<file path="src/rtl/axis_traffic_gen_pkg.sv">
`default_nettype none
// ============================================================================
// Module   : axis_traffic_gen_pkg
// Purpose  : Shared types and PRBS31 constants for the AXIS traffic generator.
// Revision : 1.0 - initial release
// ============================================================================
package axis_traffic_gen_pkg;

    typedef enum logic [1:0] {
        IDLE = 2'd0,
        SEND = 2'd1,
        GAP  = 2'd2
    } state_t;

    localparam int          c_prbs_width = 31;
    localparam int          c_prbs_tap_a = 30;  // x^31 term
    localparam int          c_prbs_tap_b = 27;  // x^28 term
    localparam logic [30:0] c_prbs_seed  = '1;

    function automatic logic [30:0] prbs31_next(input logic [30:0] s, input logic load);
        return load ? c_prbs_seed : {s[29:0], s[c_prbs_tap_a] ^ s[c_prbs_tap_b]};
    endfunction

endpackage
`default_nettype wire

</file>
<file path="src/rtl/axis_traffic_gen_prbs_lfsr.sv">
`default_nettype none
// ============================================================================
// Module   : prbs_lfsr
// Purpose  : Fibonacci PRBS31 generator, replicated across DATA_WIDTH bits.
//            Compiled only when AXIS_TRAFFIC_GEN_PRBS_EN is defined.
// Revision : 1.0 - initial release
// ============================================================================
`ifdef AXIS_TRAFFIC_GEN_PRBS_EN
module prbs_lfsr
    import axis_traffic_gen_pkg::*;
#(
    parameter int DATA_WIDTH = 32
) (
    input  logic                  i_clk,
    input  logic                  i_rst_n,
    input  logic                  i_load,
    input  logic                  i_step,
    output logic [DATA_WIDTH-1:0] o_data
);

    logic [c_prbs_width-1:0] r_lfsr;

    always_ff @(posedge i_clk) begin
        if (!i_rst_n) begin
            r_lfsr <= '0;
        end else if (i_load || i_step) begin
            r_lfsr <= prbs31_next(r_lfsr, i_load);
        end
    end

    for (genvar i = 0; i < DATA_WIDTH; i++) begin : g_rep
        assign o_data[i] = r_lfsr[i % c_prbs_width];
    end

endmodule
`endif
`default_nettype wire

</file>
<file path="src/rtl/axis_traffic_gen.sv">
`default_nettype none
// ============================================================================
// Module   : axis_traffic_gen
// Purpose  : AXI-Stream packet source with programmable length, gap and count.
//            Define AXIS_TRAFFIC_GEN_PRBS_EN for a PRBS31 payload.
// Revision : 1.0 - initial release
// ============================================================================
module axis_traffic_gen
    import axis_traffic_gen_pkg::*;
#(
    parameter int DATA_WIDTH = 32,
    parameter int LEN_WIDTH  = 16
) (
    input  logic                  i_clk,
    input  logic                  i_rst_n,
    input  logic                  i_en,
    input  logic [LEN_WIDTH-1:0]  i_pkt_len,
    input  logic [LEN_WIDTH-1:0]  i_gap_len,
    input  logic [LEN_WIDTH-1:0]  i_pkt_count,
    output logic [DATA_WIDTH-1:0] o_tdata,
    output logic                  o_tvalid,
    input  logic                  i_tready,
    output logic                  o_tlast,
    output logic                  o_busy,
    output logic                  o_done,
    output logic [LEN_WIDTH-1:0]  o_pkt_sent
);

    state_t               r_state;
    state_t               w_state_next;
    logic [LEN_WIDTH-1:0] r_len;
    logic [LEN_WIDTH-1:0] r_gap;
    logic [LEN_WIDTH-1:0] r_count;
    logic [LEN_WIDTH-1:0] r_beat;
    logic [LEN_WIDTH-1:0] r_gap_cnt;
    logic [LEN_WIDTH-1:0] r_pkt_sent;
    logic                 r_tvalid;
    logic                 r_tlast;
    logic                 r_done;
    logic                 r_busy;

    logic                 w_tvalid_next;
    logic                 w_tlast_next;
    logic                 w_done_next;
    logic [LEN_WIDTH-1:0] w_len_eff;
    logic [LEN_WIDTH-1:0] w_len_m1;
    logic [LEN_WIDTH-1:0] w_beat_inc;
    logic [LEN_WIDTH-1:0] w_pkt_sent_inc;
    logic                 w_start;
    logic                 w_hs;
    logic                 w_last_beat;
    logic                 w_run_done;
    logic                 w_gap_over;

    assign w_len_eff      = (i_pkt_len == '0) ? LEN_WIDTH'(1) : i_pkt_len;
    assign w_start        = (r_state == IDLE) && i_en;
    assign w_hs           = (r_state == SEND) && r_tvalid && i_tready;
    assign w_len_m1       = r_len - 1'b1;
    assign w_beat_inc     = r_beat + 1'b1;
    assign w_last_beat    = (r_beat == w_len_m1);
    assign w_pkt_sent_inc = r_pkt_sent + 1'b1;
    assign w_run_done     = (r_count != '0) && (w_pkt_sent_inc == r_count);
    assign w_gap_over     = (r_gap_cnt == r_gap);

    always_ff @(posedge i_clk) begin
        if (!i_rst_n) begin
            r_state <= IDLE;
        end else begin
            r_state <= w_state_next;
        end
    end

    always_comb begin
        w_state_next = r_state;
        case (r_state)
            IDLE: if (i_en) w_state_next = SEND;
            SEND: begin
                if (w_hs && w_last_beat) begin
                    if (w_run_done || !i_en) w_state_next = IDLE;
                    else if (r_gap == '0)    w_state_next = SEND;
                    else                     w_state_next = GAP;
                end
            end
            GAP:  if (w_gap_over) w_state_next = i_en ? SEND : IDLE;
            default: w_state_next = IDLE;
        endcase
    end

    // Outputs are computed one cycle ahead and registered below.
    always_comb begin
        w_tvalid_next = (w_state_next == SEND);
        w_done_next   = w_hs && w_last_beat && w_run_done;
        w_tlast_next  = 1'b0;
        case (r_state)
            IDLE: w_tlast_next = (w_len_eff == LEN_WIDTH'(1));
            SEND: begin
                if (!w_hs)            w_tlast_next = r_tlast;
                else if (w_last_beat) w_tlast_next = (r_len == LEN_WIDTH'(1));
                else                  w_tlast_next = (w_beat_inc == w_len_m1);
            end
            GAP:  w_tlast_next = (r_len == LEN_WIDTH'(1));
            default: w_tlast_next = 1'b0;
        endcase
        if (w_state_next != SEND) w_tlast_next = 1'b0;
    end

    always_ff @(posedge i_clk) begin
        if (!i_rst_n) begin
            r_tvalid   <= 1'b0;
            r_tlast    <= 1'b0;
            r_done     <= 1'b0;
            r_busy     <= 1'b0;
            r_len      <= '0;
            r_gap      <= '0;
            r_count    <= '0;
            r_beat     <= '0;
            r_gap_cnt  <= '0;
            r_pkt_sent <= '0;
        end else begin
            r_tvalid <= w_tvalid_next;
            r_tlast  <= w_tlast_next;
            r_done   <= w_done_next;
            r_busy   <= (w_state_next != IDLE);
            if (w_start) begin
                r_len      <= w_len_eff;
                r_gap      <= i_gap_len;
                r_count    <= i_pkt_count;
                r_pkt_sent <= '0;
                r_beat     <= '0;
            end else if (w_hs) begin
                if (w_last_beat) begin
                    r_beat     <= '0;
                    r_pkt_sent <= w_pkt_sent_inc;
                    r_gap_cnt  <= LEN_WIDTH'(1);
                end else begin
                    r_beat <= w_beat_inc;
                end
            end else if (r_state == GAP) begin
                r_gap_cnt <= r_gap_cnt + 1'b1;
            end
        end
    end

`ifdef AXIS_TRAFFIC_GEN_PRBS_EN
    prbs_lfsr #(
        .DATA_WIDTH (DATA_WIDTH)
    ) u_prbs (
        .i_clk   (i_clk),
        .i_rst_n (i_rst_n),
        .i_load  (w_start),
        .i_step  (w_hs),
        .o_data  (o_tdata)
    );
`else
    logic [DATA_WIDTH-1:0] r_payload;

    always_ff @(posedge i_clk) begin
        if (!i_rst_n || w_start) begin
            r_payload <= '0;
        end else if (w_hs) begin
            r_payload <= r_payload + 1'b1;
        end
    end

    assign o_tdata = r_payload;
`endif

    assign o_tvalid   = r_tvalid;
    assign o_tlast    = r_tlast;
    assign o_done     = r_done;
    assign o_busy     = r_busy;
    assign o_pkt_sent = r_pkt_sent;

endmodule
`default_nettype wire

</file>
<file path="config.mk">
export PLATFORM = sky130hd
export DESIGN_NAME = axis_traffic_gen
export DESIGN_NICKNAME = d
export VERILOG_FILES = /design/src/rtl/axis_traffic_gen_pkg.sv /design/src/rtl/axis_traffic_gen_prbs_lfsr.sv /design/src/rtl/axis_traffic_gen.sv
export SDC_FILE = /design/constraint.sdc
export NUM_CORES = 1
export LEC_CHECK = 0
export ABC_CLOCK_PERIOD_IN_PS = 2600
export CAP_MARGIN = 10
export CELL_PAD_IN_SITES_DETAIL_PLACEMENT = 1
export CELL_PAD_IN_SITES_GLOBAL_PLACEMENT = 1
export CORE_ASPECT_RATIO = 0.9
export CORE_UTILIZATION = 37
export DETAILED_ROUTE_END_ITERATION = 7
export GPL_ROUTABILITY_DRIVEN = 0
export HOLD_SLACK_MARGIN = 0.1
export PLACE_DENSITY = 0.88
export RECOVER_POWER = 25
export SYNTH_ARGS = -nofsm -noshare
export SYNTH_HDL_FRONTEND = slang
export SYNTH_HIERARCHICAL = 1
export SYNTH_SLANG_ARGS = --single-unit
</file>
<file path="constraint.sdc">
create_clock -name i_clk -period 2.6 [get_ports i_clk]
set_input_delay 0.26 -clock i_clk [delete_from_list [all_inputs] [get_ports i_clk]]
set_output_delay 0.26 -clock i_clk [all_outputs]
set_load 0.02 [all_outputs]
</file>
==> results of run 1 <==
-- stage by stage --
step                      power (mW)  setup WS, ns
after floorplan                 2.74       0.00294
after global placement          3.10       -0.0533
after detailed placement        3.14        -0.207
after CTS                       5.53       -0.0660
after global routing            5.74        -0.327
final                           5.54        -0.197
-- layer usage --
layer	vias to the layer above	GRT usage [%]	wire length [µm]
met5	-	0	0
met4	0	11.3	679
met3	67	4.25	1110
met2	232	45.7	13000
met1	3652	31.1	10700
li1	3385	-	-
-- layout by cell type (no fill, tap or decap), types with 4 or more instances in the layout --
master and instances:
dfxtp_1 128, inv_1 6, and2_1 8, o21ai_1 8, or3_4 5, nor3b_1 4
nor3_1 20, nand3_1 56, nor4_1 28, buf_6 7, a21oi_1 24, nand3b_1 5
nand2_1 64, nor2_1 61, and4_1 7, o31ai_1 4, nand2b_1 5, dfxtp_2 5
and3_1 15, nor3_2 4, xnor2_1 53, nand4_1 31, xnor2_2 4, ha_1 4
xor2_1 61, a22o_1 48, a31oi_1 15, o21ai_0 17, clkdlybuf4s50_1 76, clkbuf_16 17
dlygate4sd3_1 27, a21oi_2 10, buf_4 91, or3_1 14
-- cell families after synthesis --
group / Yosys count / share of synthesized area [%]
buffers and inverters: 58 / 3.22
flip-flops: 134 / 37.7
XOR/XNOR: 120 / 15.2
multiplexers: 2 / 0.282
AO/OA/AOI/OAI: 152 / 15.1
AND/OR/NAND/NOR: 360 / 27.4
adder cells (fa/ha/maj): 6 / 1.06
-- synthesized netlist by cell type (all sizes together), types with 4 or more instances --
cell type,instances,area (µm²)
a21oi,34,174
a22o,48,420
a31oi,15,93.8
and2,8,50.1
and3,15,93.8
and4,7,61.3
buf,5,30.0
clkbuf,45,169
dfxtp,134,2680
ha,6,75.1
inv,8,30.0
nand2,67,251
nand2b,5,31.3
nand3,57,285
nand3b,5,37.5
nand4,33,219
nor2,64,240
nor3,24,120
nor3b,5,37.5
nor4,31,224
o21ai,27,135
o31ai,4,30.0
or3,19,119
or4,4,30.0
xnor2,57,514
xor2,62,543
-- registers in the layout, indices dropped and copies added, names as in the netlist --
name and flops:
r_state 2, o_tdata 32, r_beat 16, r_count 16, o_tlast 1, r_gap_cnt 16
o_done 1, o_busy 1, r_len 16, o_pkt_sent 16, r_gap 16, o_tvalid 1
-- final timing paths --
path,endpoint,cells past startpoint
max,r_gap_cnt[15],10
min,r_gap[6],2
max reg2reg,r_gap_cnt[15],10
min reg2reg,o_tdata[1],2
-- repair_timing --
| action | 4_1_cts | 5_1_grt |
|---|---|---|
| endpoints found under the setup margin | 42 | 54 |
| resized for setup | 37 | 26 |
| setup buffers | 7 | 1 |
| pin swaps | 10 | 14 |
| cloned | 3 | 0 |
-- power breakdown --
part / internal, mW / switching, mW
combinational: 0.495 / 0.493
clock: 1.45 / 0.883
sequential: 2.12 / 0.0957
-- area by class of cell --
type	instances	area [µm²]
fill	2146	8700
multi-input combinational	641	4410
sequential	134	2690
timing repair buffer	208	1900
clock buffer	21	470
tap	245	307
clock inverter	4	76.3
inverter	8	30.0
==> flow_summary.ini, run 1 <==
[run_status]
outcome = finished, violations left
violations = negative setup slack

[clock_tree]
clkLatencyLatePin_ns = 0.43
root_buffer = clkbuf_16
clock_sinks = 134
ctsHtreeMaxLevel = 4
clk_pin_slew_worst_paths_ns = 0.06
clockBufferDepth = 2
cts_inserted_buffers = 17
postCtsHoldBufs = 0
tritoncts = yes

[timing]
count_of_final_setup_violators = 39
grt_setup_unrepaired = true
max_slew.worst_pin.slew_ns = 0.641
layout_setup_ws_ns = -0.197
fin_crit_share_pct = 108
fin_hold_ws_ns = 0.429
max_slew_margin_pct = 57.3
hold_violations = 0
finalSetupTns_ns = -4.09
final_period_minus_worst_setup_slack_ns = 2.80
worst_clock_skew_ns = 0.00954
final_slew_viol_count = 0
maxClockFrequency_ghz = 0.358

[detailed_routing]
drt_wl_total_mm = 25.5
ant_nets_after_route = 0
drt_first_iter_violations = 376
routedWlPerCell_um = 20.2
drt_first_pass_iters = 5
routed-via-count = 7336
drt_drc_violations_left = 0
route.detailed.vias_per_inst = 5.82

[floorplanning]
die_width_um = 148
floorplan.initialDensity_pct = 38.3
floorplan.core_area_um2 = 18600
dieHeight_um = 134
row_count = 47
fp.dieArea_um2 = 19800
pin_count = 104

[placed_design]
port-buffer-count = 103
post-place-cells = 1225
postPlaceCellArea_um2 = 9040
detailedPlacementHpwl_mm = 17.5

[yosys]
postSynthNetCount = 890
ys_seq_elements = 134
asr_flop_ratio_synth_pct = 0
count_of_flip_flops_with_a_built_in_enable_after_synthesis = 0
top_ff_cell_synth = dfxtp_1
synth_cell_type_count = 60
ys.warnings.count = 6
sequential_fraction_of_the_synthesis_area_pct = 37.7
synthesized_netlist_cell_count = 832
synthesis.area_per_instance_um2 = 8.54
synth.cell_area_um2 = 7110

[worst_setup_path]
cp_data_required_time_ns = 2.95
setup.worst_path.start_class = register
critical_path_buf_inv_count = 2
critical_path.max_stage_delay_ns = 0.50
worst-path-max-fanout = 7
library_cell_contributing_the_largest_single_delay_on_the_critical_path = or4_1
setup.worst_path.end_class = register
critical-path-top-delay-family = simple AND/OR/NAND/NOR gates
worstPathArrival_ns = 3.15
rr_startpoint = r_len[5]
cp_cell_sequence = nor4_4 -> buf_6 -> nand4_1 -> xnor2_1 -> nand2_1 -> a2111oi_4 -> buf_4 -> a21oi_4 -> or4_1 -> a21oi_1
worst-r2r-setup-slack_ns = -0.20
critPathLaunch = r_len[5]
critical_path_class = register to register

[global_route]
grt_remaining_overflow = 0
antenna_found_initial = 0
grt_max_degree = 48
grt_first_pass_wirelength_mm = 40.6
grt.total_usage_pct = 26.0
grt_pass1_vias = 7744

[worst_hold_path]
worstHoldStart = i_gap_len[6]
holdCritPathClass = input port to register

[final_layout]
layout.core_utilization_pct = 53.2
final_net_count = 1068
finalNonFillerCells = 1261
antenna_cells = 0
syn_to_layout_area_delta_pct = 39.1
drive_gt1_share_pct = 18.4
finished_cell_area_um2 = 9890

[power]
cellLeakagePower_nw = 3.71
ir_drop_worst_case_vdd_mv = 0.385
power-per-cell-area_nw_per_um2 = 560

[run]
maxCapViolations = 0
Power figures use the tool's default switching activity.
==> inputs of run 2 (changes only) <==
--- a/config.mk
+++ b/config.mk
@@ -14,6 +14,7 @@
 export DETAILED_ROUTE_END_ITERATION = 7
 export GPL_ROUTABILITY_DRIVEN = 0
 export HOLD_SLACK_MARGIN = 0.1
+export MAX_ROUTING_LAYER = met4
 export PLACE_DENSITY = 0.88
 export RECOVER_POWER = 25
 export SYNTH_ARGS = -nofsm -noshare
==> run 2 against run 1 <==
Compared with the run above:
- the flow still finishes with violations (negative setup slack)
- first-iteration DRC count increased by 8.5%
- via count decreased by 0.79%
- cell area increased by 0.15%
- core utilization increased by 0.081 points
- clock skew increased by 0.0026 ns
- register-to-register slack improved by 0.08 ns
- wire length decreased by 0.13%
- fmax increased by 2.9%
- worst hold slack got worse by 0.0066 ns
==> flow_summary.ini, run 2 (synthesis gave the netlist of run 1 again) <==
[worst_setup_path]
worst-r2r-setup-slack_ns = -0.12
critical_path.max_stage_delay_ns = 0.51
critical_path_buf_inv_count = 2
library_cell_contributing_the_largest_single_delay_on_the_critical_path = or4_1
critPathLaunch = r_len[5]
critical-path-top-delay-family = simple AND/OR/NAND/NOR gates
cp_cell_sequence = nor4_4 -> buf_6 -> nand4_1 -> mux2i_1 -> nor2_2 -> a2111oi_4 -> buf_4 -> a21oi_4 -> or4_1 -> a21oi_1
worstPathArrival_ns = 3.08
setup.worst_path.start_class = register
setup.worst_path.end_class = register
critical_path_class = register to register
cp_data_required_time_ns = 2.96
rr_startpoint = r_len[5]
worst-path-max-fanout = 7

[final_layout]
multi_input_area_um2 = 4430
drive_gt1_share_pct = 18.7
largest_register_ffs = 32
layout.cells.most_common_list = dfxtp_1 (128), buf_4 (91), clkdlybuf4s50_1 (76), nand2_1 (63)
mostFrequentLayoutCell = dfxtp_1
finalNonFillerCells = 1261
layout.filler_cells = 2138
register_area_um2 = 2690
final_net_count = 1068
syn_to_layout_area_delta_pct = 39.3
antenna_cells = 0
layout.core_utilization_pct = 53.3

[clock_tree]
clk_pin_slew_worst_paths_ns = 0.06
ctsHtreeMaxLevel = 4
clockBufferDepth = 2
tritoncts = yes
postCtsHoldBufs = 0
clkLatencyLatePin_ns = 0.43
cts_inserted_buffers = 17
root_buffer = clkbuf_16
clock_sinks = 134

[worst_hold_path]
worstHoldStart = i_gap_len[6]
holdCritPathClass = input port to register

[timing]
final_period_minus_worst_setup_slack_ns = 2.72
hold_violations = 0
max_slew_margin_pct = 57.3
worst_clock_skew_ns = 0.0122
fin_hold_ws_ns = 0.423
count_of_final_setup_violators = 36
layout_setup_ws_ns = -0.117
grt_setup_unrepaired = true
fin_crit_share_pct = 104
final_slew_viol_count = 0
maxClockFrequency_ghz = 0.368
max_slew.worst_pin.slew_ns = 0.641

[global_route]
grt_remaining_overflow = 0
grt_pass1_vias = 7729
grt.total_usage_pct = 26.8
grt_max_degree = 48
antenna_found_initial = 0
grt_first_pass_wirelength_mm = 40.6

[power]
ir_drop_worst_case_vdd_mv = 0.393
power-per-cell-area_nw_per_um2 = 561
fin_total_pwr_mw = 5.56
cellLeakagePower_nw = 3.72

[floorplanning]
dieHeight_um = 134
fp.dieArea_um2 = 19800
row_count = 47
floorplan.core_area_um2 = 18600
floorplan.initialDensity_pct = 38.3
die_width_um = 148
pin_count = 104

[placed_design]
port-buffer-count = 103
post-place-cells = 1225
place_ws_ns = -0.207
detailedPlacementHpwl_mm = 17.5

[detailed_routing]
drt_wl_total_mm = 25.5
drt_first_iter_violations = 408
routedWlPerCell_um = 20.2
drt_first_pass_iters = 4
route.detailed.vias_per_inst = 5.77
ant_nets_after_route = 0
drt_drc_violations_left = 0
routed-via-count = 7278

[run_status]
outcome = finished, violations left
violations = negative setup slack

[run]
maxCapViolations = 0
run 2: timing repair:
action | in CTS | in global routing
gates cloned | 3 | 0
resized for setup | 37 | 29
hold endpoints to repair | 0 | 0
pin swaps | 10 | 13
buffers inserted | 7 | 1
setup endpoints to repair | 42 | 54
run 2: final cells by class:
type	count	share of cell area, %
clock buffers	21	4.75
clock inverters	4	0.771
inverters	8	0.303
multi-input cells	641	44.7
flip-flops and latches	134	27.2
well taps	245	3.10
repair buffers	208	19.2
run 2: worst paths after layout:
| check | end | cells after the start |
|---|---|---|
| setup / recovery | r_gap_cnt[15] | 10 |
| hold / removal | r_gap[6] | 2 |
| setup reg to reg | r_gap_cnt[15] | 10 |
| hold reg to reg | o_tdata[1] | 2 |
run 2: routing by layer:
metal  global-route usage [%]  vias up  share of wire [%]
met2                     45.6      205                 50
met3                     4.42       84                4.1
met5                        -        -                  0
met1                     31.2     3601                 42
met4                     11.5        0                3.0
li1                         -     3388                  -
run 2: per-stage QoR:
step	setup TNS (ns)	instance area, µm²
2_1_floorplan	0	7130
3_3_place_gp	-0.494	9040
3_5_place_dp	-4.76	9040
4_1_cts	-0.455	9810
5_1_grt	-7.25	9900
6_report	-2.08	9900
run 2: worst reg2reg max path: stages, from the launching register on:
cell       delay, ns
dfxtp_2         0.33
nor4_4          0.34
buf_6           0.18
nand4_1         0.17
mux2i_1         0.28
nor2_2          0.10
a2111oi_4       0.26
buf_4           0.19
a21oi_4         0.11
or4_1           0.51
a21oi_1         0.17
run 2: where the power goes:
group          switching (mW)  internal, mW  leakage, nW
registers              0.0960          2.12         1.09
clock network           0.892          1.45        0.265
logic                   0.496         0.499         2.36
total                    1.48          4.07         3.72
==> inputs of run 3 (changes only) <==
--- a/config.mk
+++ b/config.mk
@@ -5,11 +5,12 @@
 export SDC_FILE = /design/constraint.sdc
 export NUM_CORES = 1
 export LEC_CHECK = 0
-export ABC_CLOCK_PERIOD_IN_PS = 2600
+export ABC_CLOCK_PERIOD_IN_PS = 2300
 export CAP_MARGIN = 10
 export CELL_PAD_IN_SITES_DETAIL_PLACEMENT = 1
 export CELL_PAD_IN_SITES_GLOBAL_PLACEMENT = 1
 export CORE_ASPECT_RATIO = 0.9
+export CORE_MARGIN = 3
 export CORE_UTILIZATION = 37
 export DETAILED_ROUTE_END_ITERATION = 7
 export GPL_ROUTABILITY_DRIVEN = 0
==> constraint.sdc (replaced) <==
create_clock -name i_clk -period 2.3 [get_ports i_clk]
set_input_delay 0.23 -clock i_clk [delete_from_list [all_inputs] [get_ports i_clk]]
set_output_delay 0.23 -clock i_clk [all_outputs]
set_load 0.02 [all_outputs]
==> run 3 against run 2 <==
Compared with the run above:
- setup slack lost 0.69 ns
- sequential power grew 13%
- critical path type unchanged
- cell count rose by 5.1%
- the run still ends with negative setup slack left
- non-clock buffer count grew 58
- fmax is 13% lower
==> flow_summary.ini, run 3 (synthesis gave the netlist of run 1 again) <==
[run_status]
outcome = finished, violations left
violations = negative setup slack

[detailed_routing]
routed-via-count = 8613
drt_first_iter_violations = 737
route.detailed.vias_per_inst = 6.50
ant_nets_after_route = 0
drt_drc_violations_left = 0
drt_wl_total_mm = 38.4
drt_first_pass_iters = 8
routedWlPerCell_um = 29.0

[timing]
fin_hold_ws_ns = 0.382
max_slew.worst_pin.slew_ns = 0.738
layout_setup_ws_ns = -0.810
max_slew_margin_pct = 50.3
finalSetupTns_ns = -33.13
count_of_final_setup_violators = 57
final_slew_viol_count = 0
worst_clock_skew_ns = 0.0153
final_period_minus_worst_setup_slack_ns = 3.11
hold_violations = 0
grt_setup_unrepaired = true
maxClockFrequency_ghz = 0.322
fin_crit_share_pct = 135

[clock_tree]
ctsHtreeMaxLevel = 4
clock_sinks = 134
clkLatencyLatePin_ns = 0.45
root_buffer = clkbuf_16
cts_inserted_buffers = 17
tritoncts = yes
clockBufferDepth = 2
postCtsHoldBufs = 0
clk_pin_slew_worst_paths_ns = 0.07

[global_route]
grt_first_pass_wirelength_mm = 52.9
grt_max_degree = 37
grt.total_usage_pct = 33.2
antenna_found_initial = 0
grt_pass1_vias = 9018
grt_remaining_overflow = 0

[worst_setup_path]
path_common_cell = buf_4
critical_path_class = register to register
library_cell_contributing_the_largest_single_delay_on_the_critical_path = or4_1
worstPathArrival_ns = 3.47
worst-path-max-fanout = 7
cp_data_required_time_ns = 2.66
setup.worst_path.start_class = register
cp_cell_sequence = inv_2 -> ha_4 -> buf_4 -> buf_4 -> nand4_1 -> buf_4 -> mux2i_2 -> nor2_1 -> a2111oi_4 -> a21oi_2 -> buf_12 -> or4_1 -> a21oi_1
critical_path.max_stage_delay_ns = 0.50
setup.worst_path.end_class = register

[floorplanning]
pin_count = 104
floorplan.initialDensity_pct = 38.1
fp.dieArea_um2 = 20900
die_width_um = 152
row_count = 47
floorplan.core_area_um2 = 18600
dieHeight_um = 138

[placed_design]
detailedPlacementHpwl_mm = 19.4
port-buffer-count = 103

[final_layout]
largest_register_ffs = 32
mostFrequentLayoutCell = buf_4
final_net_count = 1125
layout.cells.most_common_list = buf_4 (137), dfxtp_1 (126), clkdlybuf4s50_1 (82), xor2_1 (59), nor2_1 (57)
antenna_cells = 0
drive_gt1_share_pct = 30.5
syn_to_layout_area_delta_pct = 56.3

[run]
maxCapViolations = 0

[power]
ir_drop_worst_case_vdd_mv = 0.513
cellLeakagePower_nw = 4.25
power-per-cell-area_nw_per_um2 = 638

[worst_hold_path]
holdCritPathClass = input port to register
-- run 3: changes by cell type in the layout (fill, tap and decap cells not counted), moves of 6 or more --
cell,previous run,this run
a21oi_1,24,13
a21oi_2,10,20
buf_4,91,137
clkdlybuf4s50_1,76,82
dlygate4sd3_1,27,21
nand2_1,63,55
nand3_1,56,37
nand3_2,1,16
nor3_4,0,7
-- run 3: cell type report --
| cell class | count | area [µm²] |
|---|---|---|
| Multi-Input combinational cell | 640 | 4930 |
| Timing Repair Buffer | 266 | 2490 |
| Clock buffer | 18 | 439 |
| Clock inverter | 14 | 220 |
| Inverter | 8 | 30.0 |
| Sequential cell | 134 | 2700 |
| Fill cell | 2028 | 7530 |
| Tap cell | 245 | 307 |
-- run 3: per-stage QoR --
stage / cell area [µm²] / util, % / cells / setup slack [ns] / power, mW
after floorplan: 7200 / - / 832 / -0.234 / 3.11
after global placement: 9410 / 50.5 / 1268 / -0.341 / 3.55
after detailed placement: 9410 / 50.5 / 1268 / -0.514 / 3.61
after CTS: 10700 / 57.6 / 1316 / -0.583 / 6.79
after global routing: 11100 / 59.6 / 1325 / -0.878 / 7.23
final: 11100 / 59.6 / 1325 / -0.810 / 7.08
-- run 3: what timing repair did --
action                                  4_1_cts  5_1_grt
endpoints found under the setup margin       54       65
setup buffers                                10        8
gates cloned                                  6        1
pin swaps                                    51       35
gates resized for setup                     104       65
-- run 3: critical path: cells and delay by family (launching register included) --
kind,cells,cell delay [ns]
buffers and inverters,5,0.67
DFF,1,0.37
AOI/OAI and AO/OA,3,0.80
and+or+nand+nor,3,0.73
adders and majority gates,1,0.16
muxes,1,0.30
-- run 3: worst paths after layout --
check | slack (ns) | depth (start not counted) | end | from
setup / recovery | -0.81 | 13 | r_gap_cnt[7] | r_len[0]
hold reg to reg | 0.54 | 2 | r_beat[1] | r_beat[1]
setup reg to reg | -0.81 | 13 | r_gap_cnt[7] | r_len[0]
hold / removal | 0.38 | 2 | r_gap[6] | i_gap_len[6]
-- run 3: routing by layer --
layer  up-vias  GRT usage [%]  wire, µm
met5         -              -         0
met4         0           20.0      3260
met3       282           7.88      3180
met2       647           58.0     18300
met1      4183           34.4     13800
li1       3501              -         -
-- run 3: where the power goes --
group          switching [mW]  internal (mW)  leakage, nW
clock                    1.28           1.97        0.324
combinational           0.717          0.616         2.83
sequential              0.108           2.40         1.09
